--- config.mk ---
export PLATFORM = sky130hd
export DESIGN_NAME = vend_fsm_param
export DESIGN_NICKNAME = d
export VERILOG_FILES = /design/src/rtl/vend_pkg.sv /design/src/rtl/vend_sale_cnt.sv /design/src/rtl/vend_fsm_param.sv
export SDC_FILE = /design/constraint.sdc
export NUM_CORES = 1
export LEC_CHECK = 0
export CAP_MARGIN = 40
export CORE_MARGIN = 2
export CORE_UTILIZATION = 54
export DETAILED_ROUTE_END_ITERATION = 16
export PLACE_DENSITY = 0.92
export SLEW_MARGIN = 25
export SYNTH_ARGS = -nofsm -noshare
export SYNTH_HDL_FRONTEND = slang
export SYNTH_SLANG_ARGS = --single-unit
export TNS_END_PERCENT = 10
--- constraint.sdc ---
create_clock -name sys_clk -period 7.7 [get_ports sys_clk]
set_input_delay 1.54 -clock sys_clk [delete_from_list [all_inputs] [get_ports sys_clk]]
set_output_delay 1.54 -clock sys_clk [all_outputs]
set_load 0.005 [all_outputs]
--- src/rtl/vend_pkg.sv ---
// Shared encodings and elaboration-time parameter check for the vending FSM.
package vend_pkg;

  typedef enum logic {
    ST_IDLE   = 1'b0,
    ST_CHANGE = 1'b1
  } state_t;

  localparam int HALF_W = 1;
  localparam int ONE_W  = 2;

  // Credit must hold PRICE-1 plus a double coin (3) without overflow.
  function automatic bit params_ok(int price, int cred_w, int cnt_w);
    return (price >= 1) && (cred_w >= 2) && (cred_w < 31) &&
           ((price + 2) < (1 << cred_w)) && (cnt_w >= 1);
  endfunction

endpackage

--- src/rtl/vend_sale_cnt.sv ---
// Free-running sales counter; wraps silently at 2^CNT_W.
module vend_sale_cnt #(
  parameter int CNT_W = 16
) (
  input  logic             sys_clk,
  input  logic             sys_rst_n,
  input  logic             inc,
  output logic [CNT_W-1:0] cnt
);

  always_ff @(posedge sys_clk or negedge sys_rst_n) begin
    if (!sys_rst_n)  cnt <= '0;
    else if (inc)    cnt <= cnt + CNT_W'(1);
  end

endmodule

--- src/rtl/vend_fsm_param.sv ---
// Single-item vending FSM: accepts 0.5/1 coins, vends at PRICE, pays change
// or refunds serially as 0.5-unit pulses, rejects coins while paying out.
module vend_fsm_param
  import vend_pkg::*;
#(
  parameter int PRICE  = 5,
  parameter int CRED_W = 4,
  parameter int CNT_W  = 16
) (
  input  logic              sys_clk,
  input  logic              sys_rst_n,
  input  logic              pi_half,
  input  logic              pi_one,
  input  logic              pi_cancel,
  output logic              po_cola,
  output logic              po_half,
  output logic              po_reject,
  output logic              po_busy,
  output logic [CRED_W-1:0] po_credit,
  output logic [CNT_W-1:0]  po_sold_cnt
);

  if (!params_ok(PRICE, CRED_W, CNT_W)) begin : g_bad_params
    $error("vend_fsm_param: illegal PRICE/CRED_W/CNT_W combination");
  end

  // One spare bit so credit+coin compares cleanly against PRICE.
  localparam int              SW      = CRED_W + 1;
  localparam logic [SW-1:0]   PRICE_V = SW'(PRICE);

  state_t            state, state_nx;
  logic [CRED_W-1:0] credit, credit_nx;
  logic              cola_nx, half_nx, reject_nx, sale;
  logic [SW-1:0]     coin_v, total;

  assign coin_v = (pi_half ? SW'(HALF_W) : '0) + (pi_one ? SW'(ONE_W) : '0);
  assign total  = SW'(credit) + coin_v;

  always_comb begin
    state_nx  = state;
    credit_nx = credit;
    cola_nx   = 1'b0;
    half_nx   = 1'b0;
    reject_nx = 1'b0;
    sale      = 1'b0;
    case (state)
      ST_IDLE: begin
        if (pi_cancel) begin
          // Cancel wins over a sale: everything inserted so far is refunded.
          if (total != '0) begin
            credit_nx = CRED_W'(total);
            state_nx  = ST_CHANGE;
          end
        end else if (total >= PRICE_V) begin
          cola_nx   = 1'b1;
          sale      = 1'b1;
          credit_nx = CRED_W'(total - PRICE_V);
          if (total != PRICE_V) state_nx = ST_CHANGE;
        end else begin
          credit_nx = CRED_W'(total);
        end
      end
      ST_CHANGE: begin
        half_nx   = 1'b1;
        credit_nx = credit - CRED_W'(1);
        reject_nx = pi_half | pi_one;
        if (credit == CRED_W'(1)) state_nx = ST_IDLE;
      end
    endcase
  end

  always_ff @(posedge sys_clk or negedge sys_rst_n) begin
    if (!sys_rst_n) begin
      state     <= ST_IDLE;
      credit    <= '0;
      po_cola   <= 1'b0;
      po_half   <= 1'b0;
      po_reject <= 1'b0;
    end else begin
      state     <= state_nx;
      credit    <= credit_nx;
      po_cola   <= cola_nx;
      po_half   <= half_nx;
      po_reject <= reject_nx;
    end
  end

  assign po_busy   = (state == ST_CHANGE);
  assign po_credit = credit;

  vend_sale_cnt #(.CNT_W(CNT_W)) u_sale_cnt (
    .sys_clk   (sys_clk),
    .sys_rst_n (sys_rst_n),
    .inc       (sale),
    .cnt       (po_sold_cnt)
  );

endmodule

Yosys cells after proc, flatten, opt, wreduce, memory -nomap -nowiden
Cells that the tools add are included.
{ "word_totals": {"register_bits": 24, "input_bits": 5, "wordCells": 35} }
{ "op_classes": {"addsub": 5, "magnitude_cmp": 1, "eq_ne": 3, "muxes": 17, "n_bitwise": 2, "n_reduce_logical": 1} }
{ "op_table": {"columns": ["op", "count"], "rows": [
  ["adder 16 x 1 -> 16 bit (second input constant)", 1],
  ["two-way mux 4 bit", 3],
  ["two-way mux 1 bit", 11],
  ["case mux 4 bit (2 select lines)", 1],
  ["adder 4 x 3 -> 5 bit", 1],
  [">= comparator 5 x 3 -> 1 bit (second input constant)", 1],
  ["inequality test 5 x 3 -> 1 bit (second input constant)", 1],
  ["nonzero test 5 bit", 1],
  ["equality test 4 x 1 -> 1 bit (second input constant)", 1],
  ["subtractor 4 x 1 -> 4 bit (second input constant)", 1],
  ["subtractor 4 x 3 -> 4 bit (second input constant)", 1],
  ["adder 1 x 2 -> 3 bit", 1],
  ["inequality test 3 bit (second input constant)", 1],
  ["two-way mux 2 bit", 1],
  ["case mux 1 bit (2 select lines)", 1],
  ["inverter 1 bit", 1],
  ["OR 1 bit", 1]
]} }

Longest topological paths before layout
Gate-level depths: netlist of the first run.
{ "depth": {"depth_word": 8, "mapped_depth": 9, "mapped_depth_nobuf": 9} }

Modules after synthesis
A second synthesis of the first run with hierarchy kept.
{ "hier_totals": {"hier_cells": 141, "area_unflattened_um2": 1476.4} }
{ "modules_own_cells": {"columns": ["module", "n_inst", "cells_per_inst", "area_per_inst_um2", "seq_area_each_um2"], "rows": [
  ["vend_fsm_param", 1, 85, 780.7, 200.2],
  ["vend_sale_cnt", 1, 56, 695.7, 400.4]
]} }

Least setup slack after synthesis of the first run
No wires, ideal clock.
{ "synth_path": {"path_kind": "input to register", "from": "input pi_half", "to": "register credit[0], in the netlist po_credit[0]", "arrival_time_ps": 3474, "t_required_ps": 7605, "slack_ps": 4130, "stages": 9, "n_path_buf": 0, "cell_sequence": "ha_1 -> fa_1 -> inv_1 -> ha_1 -> nor3_1 -> or2_4 -> a21oi_2 -> o41a_1 -> o31ai_1"} }
{ "synth_between": {"elab_chain_len": 7, "elab_cells_between_ends": 11, "classes_between": "add/sub (3); order compare (1); eq/ne (1); mux (5); reduce/logical (1)"} }
{ "synth_lines": {"columns": ["item", "line_no", "rtl"], "rows": [
  ["start, declared", "vend_fsm_param.sv:12", "input logic pi_half,"],
  ["two-way mux 1 bit *", "vend_fsm_param.sv:36", "assign coin_v = (pi_half ? SW'(HALF_W) : '0) + (pi_one ? SW'(ONE_W) : '0);"],
  ["adder 1 x 2 -> 3 bit *", "vend_fsm_param.sv:36", null],
  ["adder 4 x 3 -> 5 bit *", "vend_fsm_param.sv:37", "assign total = SW'(credit) + coin_v;"],
  ["subtractor 4 x 3 -> 4 bit or >= comparator 5 x 3 -> 1 bit (tied branches)", "vend_fsm_param.sv:57, vend_fsm_param.sv:54", null],
  ["two-way mux 4 bit", "vend_fsm_param.sv:54", "end else if (total >= PRICE_V) begin"],
  ["two-way mux 4 bit", "vend_fsm_param.sv:48", "if (pi_cancel) begin"],
  ["case mux 4 bit (2 select lines)", "vend_fsm_param.sv:46", "case (state)"],
  ["end signal, assigned", "vend_fsm_param.sv:81", "credit <= credit_nx;"],
  ["end, declared", "vend_fsm_param.sv:32", "logic [CRED_W-1:0] credit, credit_nx;"]
]} }
Mark *: on every way between the ends. The rest lies on a longest branch, timed or not. The select of a mux whose other input is x is not followed.
A chain may end at the register's enable or synchronous reset.

Final worst setup path of the first run
Same ends and word-level chain as after synthesis.

==> results.md, run 1 <==
* Status: finished, final reports clean
* Area grow syn2layout at 25.4%
* DIE AREA at 3040 sq um
* Num CTS Buffers at 3
* Post-synthesis cell type count at 41
* Sw frac at 42.8%
* CTS tree: done
* Root Buffer: clkbuf_4
* Syn_area_per_cell at 10.1 sq um
* Power share of the clock group at 10.8%
* Final net count at 185
* Final Slew Violations at 0
* Main flop type after synthesis: dfrtp_1
* Grt met1 use at 28.2%
* Compound-Gate Fraction of Synth Area at 14.5%
* DRC viols at 0
* Final hold viol count at 0
* Arrival time worst endpoint at 4100 ps
* Fillers at 192
* RSZ-0062 raised after global routing: no
* Syn Inst Count at 139
* # port buffers at 28
* CP required at 7920 ps
* Worst Tran Pin Value at 581 ps
* Async set-reset flop share out of synthesis at 100%
* Antenna Nets Post-Route at 0
* Clock buffer depth at 2
* Reg2Reg Setup Slack at 5020 ps
* Power per Cell Area at 349 nW/um^2
* Combinational power share at 57.4%
* Crit path max-delay family: adder cells
* Vias/cell at 5.60
* Max incr delay on CP at 550 ps
* Min cycle time layout at 3870 ps
* RD Place Congestion at 0.877
* Die Height at 55.1 um
* Buf+Inv Stages, Crit Path at 2
* Crit start category: input pin
* Post-synth EDFFs at 0
* CP max stage cell: fa_1
* YS warnings at 0
* Fin crit share at 50.3%
* Final setup vio count at 0
* Top cells by area in the synthesized netlist: dfrtp_1, xnor2_1, ha_1, xor2_1, nand2_1
* # diodes at 0
* Source of the worst hold timing path: u_sale_cnt.cnt[15]$_DFFE_PN0P_
* DRT iter0 DRCs at 17
* Worst setup EP type: flip-flop
* Post-CTS sizing at 0
* Seq/Total Area, Yosys at 42.6%
* DR WL/cell at 14.2 um
* Tot Pwr at 0.000617 W
* Sw power at 0.000264 W
* Main combinational cell family by area after synthesis: simple AND/OR/NAND/NOR gates
* M2 GR Usage at 39.3%
* R2R Path Start: po_credit[0]$_DFFE_PN0P_
* Later-pin clock latency in the skew report at 320 ps
* Vias in the first global route at 1147
* Initial antenna violation count at 0
* Commonest non-fill, non-tap cell in the layout: clkdlybuf4s50_1
* Leakage at 0.770 nW
* DRT Pass-1 Iters at 4
* Max cap viols at 0
* Relative slew slack at 61.2%
* Synth Register Bits at 24
* Worst Path Max Fanout at 8
* R2r endpoint: po_credit[0]$_DFFE_PN0P_
* Vias post-DR at 1119
* Hold path cells at 1
* Hold/Removal Path Class: reg -> reg
* Detail Placement HPWL at 2.30 mm
* Peak Freq at 258 MHz
* Total gr overflow at 0
* CTS Sinks at 24
* Commonest non-fill, non-tap cells in the layout: clkdlybuf4s50_1, dfrtp_1, xnor2_1
* Starting Density at 56.9%
* Hold buffer count at cts at 0
* Postcts setup bufs at 0
* Rows at 18
* Boundary Pins at 29
* Tot GR Track Use at 22.6%
* Synth Area in Adders at 8.52%
* Dpl cells at 196
* Busiest grt layer: met2
* Syn Nets at 153
* Cell taking the most area after synthesis: dfrtp_1
* Internal at 0.000353 W
* Post-Synth XOR/XNOR Area at 13.7%
* Clock Skew at 9.36 ps
* Share of layout cells above drive strength 1 at 8.24%
* Post-synthesis mux area share at 0.799%
* Area of the mapped netlist at 1410 sq um
* Largest net degree at the start of global routing at 14
* Setup TNS at 0 ps
* Crit path depth at 10
* Total wire length at 2.85 mm
* CP most frequent cell: ha_1
* Proportion of netlist area held by the largest area contributor at 42.6%
* Worst hold endpoint: u_sale_cnt.cnt[15]$_DFFE_PN0P_
* Global-route wire length before repair at 4.97 mm
* Die width at 55.1 um
* Clock-pin slew on the worst setup and hold paths at 120 ps
* Worst-path cell chain: clkdlybuf4s50_1 > ha_1 > fa_1 > inv_1 > ha_1 > nor3_1 > or2_4 > a21oi_2 > o41a_1 > o31ai_1
* Met3 usage at 3.49%
* Worst R2R Path Depth at 9
* Sequential Power Share at 31.8%
* Maximum VDD drop at 0.307 mV
* Worst setup path class: in -> reg
* Post-synthesis simple-gate area fraction at 16.5%
* Fin cells at 200
* Post-layout util at 71.4%
* Core outline area at 2480 sq um
* Max H-tree Level at 1
kinds of logic (layout without fill, tap and decap cells):
logic type / count (synthesis) / after routing
and+or+nand+nor: 45 / 45
buffers and inverters: 12 / 43
AOI/OAI and AO/OA: 26 / 26
DFF: 24 / 24
muxes: 1 / 1
xor gates and xnor gates: 22 / 22
adders and majority gates: 9 / 9
state kept, by name (all words and copies together), names as in the netlist:
name	cells
po_reject	1
po_cola	1
u_sale_cnt.cnt	16
po_half	1
po_busy	1
po_credit	4
cell type report:
type | instances | area (sq um) | share of cell area (%)
multi-input combinational | 103 | 761 | 43.0
sequential | 24 | 601 | 34.0
timing repair buffer | 29 | 295 | 16.7
inverter | 10 | 37.5 | 2.12
tap | 30 | 37.5 | 2.12
clock buffer | 4 | 36.3 | 2.05
how the worst max path moves through the flow:
stage | startpoint | endpoint | slack [ps]
after detailed placement | pi_half | po_credit[0]$_DFFE_PN0P_ | 3530
after floorplan | pi_half | po_credit[0]$_DFFE_PN0P_ | 4130
final | pi_half | po_credit[0]$_DFFE_PN0P_ | 3830
after CTS | pi_half | po_credit[0]$_DFFE_PN0P_ | 3860
after global placement | pi_half | po_credit[0]$_DFFE_PN0P_ | 3620
after global routing | pi_half | po_credit[0]$_DFFE_PN0P_ | 3680
worst reg2reg max path: stages, from the launching register on:
cell	delay [ps]
dfrtp_1	470
ha_1	250
fa_1	550
inv_1	100
ha_1	220
nor3_1	250
or2_4	190
a21oi_2	110
o41a_1	400
o31ai_1	70
cell usage after synthesis (2+ instances only):
cell type / n
dfrtp_1: 24
xnor2_1: 16
nand2_1: 11
inv_1: 10
ha_1: 8
nand3_1: 6
nor3_1: 6
o21ai_0: 6
xor2_1: 6
nand4_1: 5
nor2_1: 5
a21oi_1: 4
and2_1: 2
and3_1: 2
o22ai_1: 2
routing by layer:
metal  wire length [um]  vias to the layer above
li1                   -                      547
met2               1420                       36
met4                 37                        0
met5                  0                        -
met1               1280                      532
met3                111                        4
power groups by stage:
stage | registers, W | clock network (W) | logic [W]
floorplan | 0.000184 | 0 | 0.000256
global placement | 0.000197 | 0 | 0.000342
detailed placement | 0.000199 | 0 | 0.000353
CTS | 0.000196 | 0.0000685 | 0.000356
global route | 0.000203 | 0.0000731 | 0.000395
finish | 0.000196 | 0.0000664 | 0.000354
per-stage QoR:
stage | cell area (sq um) | hold WS (ps) | setup WS, ps
floorplan | 1410 | 406 | 4130
global placement | 1720 | 453 | 3620
detailed placement | 1730 | 477 | 3530
CTS | 1770 | 495 | 3860
global route | 1770 | 525 | 3680
finish | 1770 | 495 | 3830
Note: power is estimated with default switching activity, not from simulation.
==> inputs of run 2 (changes only) <==
Settings changed: CORE_UTILIZATION 54 to 50, PLACE_DENSITY 0.92 to 0.86.
Clock period 7.7 ns to 3.8 ns, I/O delays scaled along.
==> results.md, run 2 (synthesized netlist as in run 1, its figures left out) <==
* Rows at 19
* Largest register FFs at 16
* Global-route wire length before repair at 4.89 mm
* # diodes at 0
* RSZ-0062 raised after global routing: no
* Fillers at 220
* DRT Pass-1 Iters at 4
* Vias/cell at 5.63
* Core outline area at 2710 sq um
* Die width at 57.1 um
* Area after DPL at 1730 sq um
* Clock buffer depth at 2
* CTS Sinks at 24
* Detail Placement HPWL at 2.34 mm
* Largest net degree at the start of global routing at 15
* Commonest non-fill, non-tap cells in the layout: clkdlybuf4s50_1, dfrtp_1, xnor2_1
* Clock-pin slew on the worst setup and hold paths at 140 ps
* Initial antenna violation count at 0
* Starting Density at 52.0%
* Clock Skew at 10.8 ps
* Power share of the clock group at 14.2%
* Arrival time worst endpoint at 3260 ps
* Worst Tran Pin Value at 533 ps
* Largest Register: u_sale_cnt.cnt
* Later-pin clock latency in the skew report at 320 ps
* CP most frequent cell: ha_1
* Dpl cells at 197
* Max H-tree Level at 1
* Die Height at 57.1 um
* Worst setup path class: in -> reg
* Final net count at 185
* Fin crit share at 80.3%
* Combinational power share at 54.9%
* Relative slew slack at 64.4%
* Worst Path Max Fanout at 8
* Power per Cell Area at 729 nW/um^2
* Tot GR Track Use at 19.1%
* Final Slew Violations at 0
* DRC viols at 0
* Status: finished, final reports clean
* Hold/Removal Path Class: reg -> reg
* Sequential Power Share at 30.9%
* DIE AREA at 3260 sq um
* Design Area, Final at 1790 sq um
* Share of layout cells above drive strength 1 at 8.24%
* CP max stage cell: clkdlybuf4s50_1
* Max cap viols at 0
* Min cycle time layout at 3050 ps
* Leakage at 0.777 nW
* CP required at 4010 ps
* Post-CTS sizing at 0
* Sw power at 0.000540 W
* Final hold viol count at 0
* DRT iter0 DRCs at 36
* Crit start category: input pin
* Sw frac at 41.4%
* Worst setup margin at 748 ps
* Root Buffer: clkbuf_4
* Worst-path cell chain: clkdlybuf4s50_1 > ha_1 > fa_1 > inv_1 > ha_1 > nor3_1 > or2_4 > a21oi_2 > nand4_1 > xnor2_1
* Postcts setup bufs at 0
* Max incr delay on CP at 490 ps
* Total wire length at 2.98 mm
* Total gr overflow at 0
* Maximum VDD drop at 0.454 mV
* Final setup vio count at 0
* DR WL/cell at 14.8 um
* # port buffers at 28
* Setup TNS at 0 ps
* Area grow syn2layout at 26.6%
* Num CTS Buffers at 3
* Post-layout util at 65.9%
* CTS tree: done
* Antenna Nets Post-Route at 0
* Commonest non-fill, non-tap cell in the layout: clkdlybuf4s50_1
* RD Place Congestion at 0.922
* Peak Freq at 328 MHz
* Vias post-DR at 1131
* Boundary Pins at 29
* Hold buffer count at cts at 0
* Vias in the first global route at 1131
* Pre-CTS setup slack at 433 ps
* Worst setup EP type: flip-flop
* Internal at 0.000762 W
* Fin cells at 201
-- run 2: cell count changes in the layout (fill, tap and decap cells not counted), sizes merged --
cell | previous run | this run
clkbuf | 4 | 3
bufinv | 0 | 1
-- run 2: area by class of cell --
type / count / area (sq um) / area share [%]
Clock inverter: 1 / 30.0 / 1.68
Inverter: 10 / 37.5 / 2.10
Sequential cell: 24 / 601 / 33.6
Multi-Input combinational cell: 103 / 761 / 42.6
Timing Repair Buffer: 29 / 295 / 16.5
Tap cell: 31 / 38.8 / 2.17
Clock buffer: 3 / 22.5 / 1.26
-- run 2: critical path, delay by kind of cell --
family	cells	cell delay (ps)
XOR/XNOR	1	170
AND/OR/NAND/NOR	3	530
AO/OA/AOI/OAI	1	320
buffers and inverters	2	620
adder cells (fa/ha/maj)	3	870
-- run 2: routing by layer --
metal  global-route usage, %  part of all wire (%)  vias to the layer above
met1                    21.9                    41                      541
li1                        -                     -                      546
met5                       0                     0                        -
met3                    3.63                   3.7                        7
met4                    5.98                   2.0                        0
met2                    35.8                    53                       37
-- run 2: power by group through the flow --
stage / combinational, W / clock (W) / sequential, W
after CTS: 0.000714 / 0.000189 / 0.000402
after detailed placement: 0.000711 / 0 / 0.000406
final: 0.000714 / 0.000185 / 0.000402
after floorplan: 0.000519 / 0 / 0.000372
after global routing: 0.000788 / 0.000196 / 0.000413
after global placement: 0.000696 / 0 / 0.000401
-- run 2: metrics by stage --
stage | power, W | hold WS, ps
after floorplan | 0.000891 | 406
after global routing | 0.00140 | 505
after global placement | 0.00110 | 460
after CTS | 0.00130 | 487
after detailed placement | 0.00112 | 463
final | 0.00130 | 483
-- run 2: worst paths after layout --
kind	start	end	slack, ps	cells after the start
max in group asynchronous	sys_rst_n	u_sale_cnt.cnt[1]$_DFFE_PN0P_	2550	2
min in group asynchronous	sys_rst_n	u_sale_cnt.cnt[15]$_DFFE_PN0P_	770	1
min reg2reg	u_sale_cnt.cnt[15]$_DFFE_PN0P_	u_sale_cnt.cnt[15]$_DFFE_PN0P_	480	1
max	pi_half	u_sale_cnt.cnt[6]$_DFFE_PN0P_	750	10
min	u_sale_cnt.cnt[15]$_DFFE_PN0P_	u_sale_cnt.cnt[15]$_DFFE_PN0P_	480	1
max reg2reg	po_credit[0]$_DFFE_PN0P_	u_sale_cnt.cnt[6]$_DFFE_PN0P_	1130	9
==> inputs of run 3 (changes only) <==
Settings changed: CORE_UTILIZATION 50 to 45, PLACE_DENSITY 0.86 to 0.82.
Clock period 3.8 ns to 2.7 ns, I/O delays scaled along.
==> results.md, run 3 (synthesized netlist as in run 1, its figures left out) <==
* Status: finished, final reports clean
* Total gr overflow at 0
* CP most frequent cell: buf_4
* R2r endpoint: u_sale_cnt.cnt[15]$_DFFE_PN0P_
* Starting Density at 46.6%
* Largest Register: u_sale_cnt.cnt
* Worst Setup EP: u_sale_cnt.cnt[15]$_DFFE_PN0P_
* DRC viols at 0
* CP startpoint: pi_one
* Worst-path cell chain: clkdlybuf4s50_1 > buf_4 > ha_1 > a21oi_1 > o211ai_2 > buf_4 > a211oi_4 > and3_1 > xor2_1
* Boundary Pins at 29
* Min cycle time layout at 2520 ps
* Final Slew Violations at 0
* Max H-tree Level at 1
* Crit path depth at 9
* Buf+Inv Stages, Crit Path at 3
* Core outline area at 3030 sq um
* Power per Cell Area at 1050 nW/um^2
* Worst R2R Path Depth at 9
* Hold/Removal Path Class: reg -> reg
* Tot GR Track Use at 18.6%
* Relative slew slack at 73.3%
* Max incr delay on CP at 440 ps
* Fin crit share at 93.5%
* Largest net degree at the start of global routing at 25
* Commonest non-fill, non-tap cell in the layout: clkdlybuf4s50_1
* Sw frac at 40.7%
* Worst Path Max Fanout at 6
* Arrival time worst endpoint at 2770 ps
* Total wire length at 3.13 mm
* Worst setup margin at 176 ps
* Sequential Power Share at 27.8%
* Root Buffer: clkbuf_4
* DRT iter0 DRCs at 36
* RD Place Congestion at 0.894
* Reg2Reg Setup Slack at 270 ps
* Antenna Nets Post-Route at 0
* Clock buffer depth at 2
* # port buffers at 28
* Die Height at 60.0 um
* Detail Placement HPWL at 2.46 mm
* Vias in the first global route at 1202
* Crit start category: input pin
* Source of the worst hold timing path: u_sale_cnt.cnt[15]$_DFFE_PN0P_
* Combinational power share at 59.3%
* DRT Pass-1 Iters at 4
* Dpl cells at 220
* Vias/cell at 5.39
* Worst setup path class: in -> reg
* CTS Sinks at 24
* Final net count at 195
* Rows at 20
* Vias post-DR at 1208
* Final setup vio count at 0
* DR WL/cell at 14.0 um
* Clock-pin slew on the worst setup and hold paths at 130 ps
* Share of layout cells above drive strength 1 at 15.6%
* Peak Freq at 396 MHz
* Pre-CTS setup slack at -384 ps
* Worst setup EP type: flip-flop
* R2R Path Start: po_credit[0]$_DFFE_PN0P_
* Clock Skew at 1.92 ps
* Largest register FFs at 16
* # diodes at 0
* Area grow syn2layout at 34.0%
* Hold slack at 475 ps
* Later-pin clock latency in the skew report at 310 ps
* Power share of the clock group at 12.9%
* Global-route wire length before repair at 5.08 mm
* DIE AREA at 3600 sq um
* RSZ-0062 raised after global routing: no
* Worst Tran Pin Value at 398 ps
* Maximum VDD drop at 0.611 mV
* Sw power at 0.000809 W
* Die width at 60.0 um
* Internal at 0.00118 W
* CP max stage cell: clkdlybuf4s50_1
* Initial antenna violation count at 0
* Tot Pwr at 0.00199 W
* Final hold viol count at 0
* Crit path max-delay family: compound AO/OA/AOI/OAI gates
* Fin cells at 224
* Leakage at 0.829 nW
* CP required at 2950 ps
* Post-layout util at 62.4%
* Num CTS Buffers at 3
* CTS tree: done
* Hold buffer count at cts at 0
* Max cap viols at 0
* Commonest non-fill, non-tap cells in the layout: clkdlybuf4s50_1, dfrtp_1, xnor2_1
-- run 3: worst min path at each step --
stage	end	slack [ps]	cells past startpoint
2_1_floorplan	po_busy$_DFF_PN0_	240	0
3_3_place_gp	u_sale_cnt.cnt[15]$_DFFE_PN0P_	460	1
3_5_place_dp	u_sale_cnt.cnt[15]$_DFFE_PN0P_	460	1
4_1_cts	u_sale_cnt.cnt[15]$_DFFE_PN0P_	480	1
5_1_grt	po_reject$_DFF_PN0_	500	3
6_report	u_sale_cnt.cnt[15]$_DFFE_PN0P_	480	1
-- run 3: stage by stage --
step           cell area, sq um  TNS (ps)
6_report                   1890         0
3_3_place_gp               1820     -4190
2_1_floorplan              1410         0
3_5_place_dp               1820     -5700
5_1_grt                    1890         0
4_1_cts                    1870         0
-- run 3: power groups by stage --
stage	combinational (W)	sequential [W]	clock [W]
6_report	0.00118	0.000552	0.000257
5_1_grt	0.00129	0.000569	0.000279
4_1_cts	0.00115	0.000553	0.000265
3_5_place_dp	0.00113	0.000558	0
3_3_place_gp	0.00109	0.000553	0
2_1_floorplan	0.000730	0.000524	0
-- run 3: layer usage --
| layer | up-vias | share of wire, % | track usage (%) |
|---|---|---|---|
| li1 | 566 | - | - |
| met1 | 592 | 42 | 21.1 |
| met2 | 40 | 53 | 35.6 |
| met3 | 10 | 3.5 | 2.60 |
| met4 | 0 | 1.4 | 5.08 |
| met5 | - | 0 | 0 |
-- run 3: worst reg2reg max path, stage by stage (launching register included) --
cell,delay (ps)
dfrtp_1,430
ha_2,210
fa_1,500
inv_2,80
ha_2,180
nor3_2,50
or2_4,250
a211oi_4,310
and3_1,220
xor2_1,140
-- run 3: area by class of cell --
class	count	area (sq um)
Timing Repair Buffer	39	365
Sequential cell	24	601
Clock inverter	1	30.0
Multi-Input combinational cell	103	778
Inverter	10	37.5
Clock buffer	3	22.5
Tap cell	44	55.1
Fill cell	257	1140
-- run 3: timing repair --
action	4_1_cts	5_1_grt
pin swaps	0	4
setup buffers	0	0
gates resized for setup	1	5
endpoints found under the setup margin	1	16
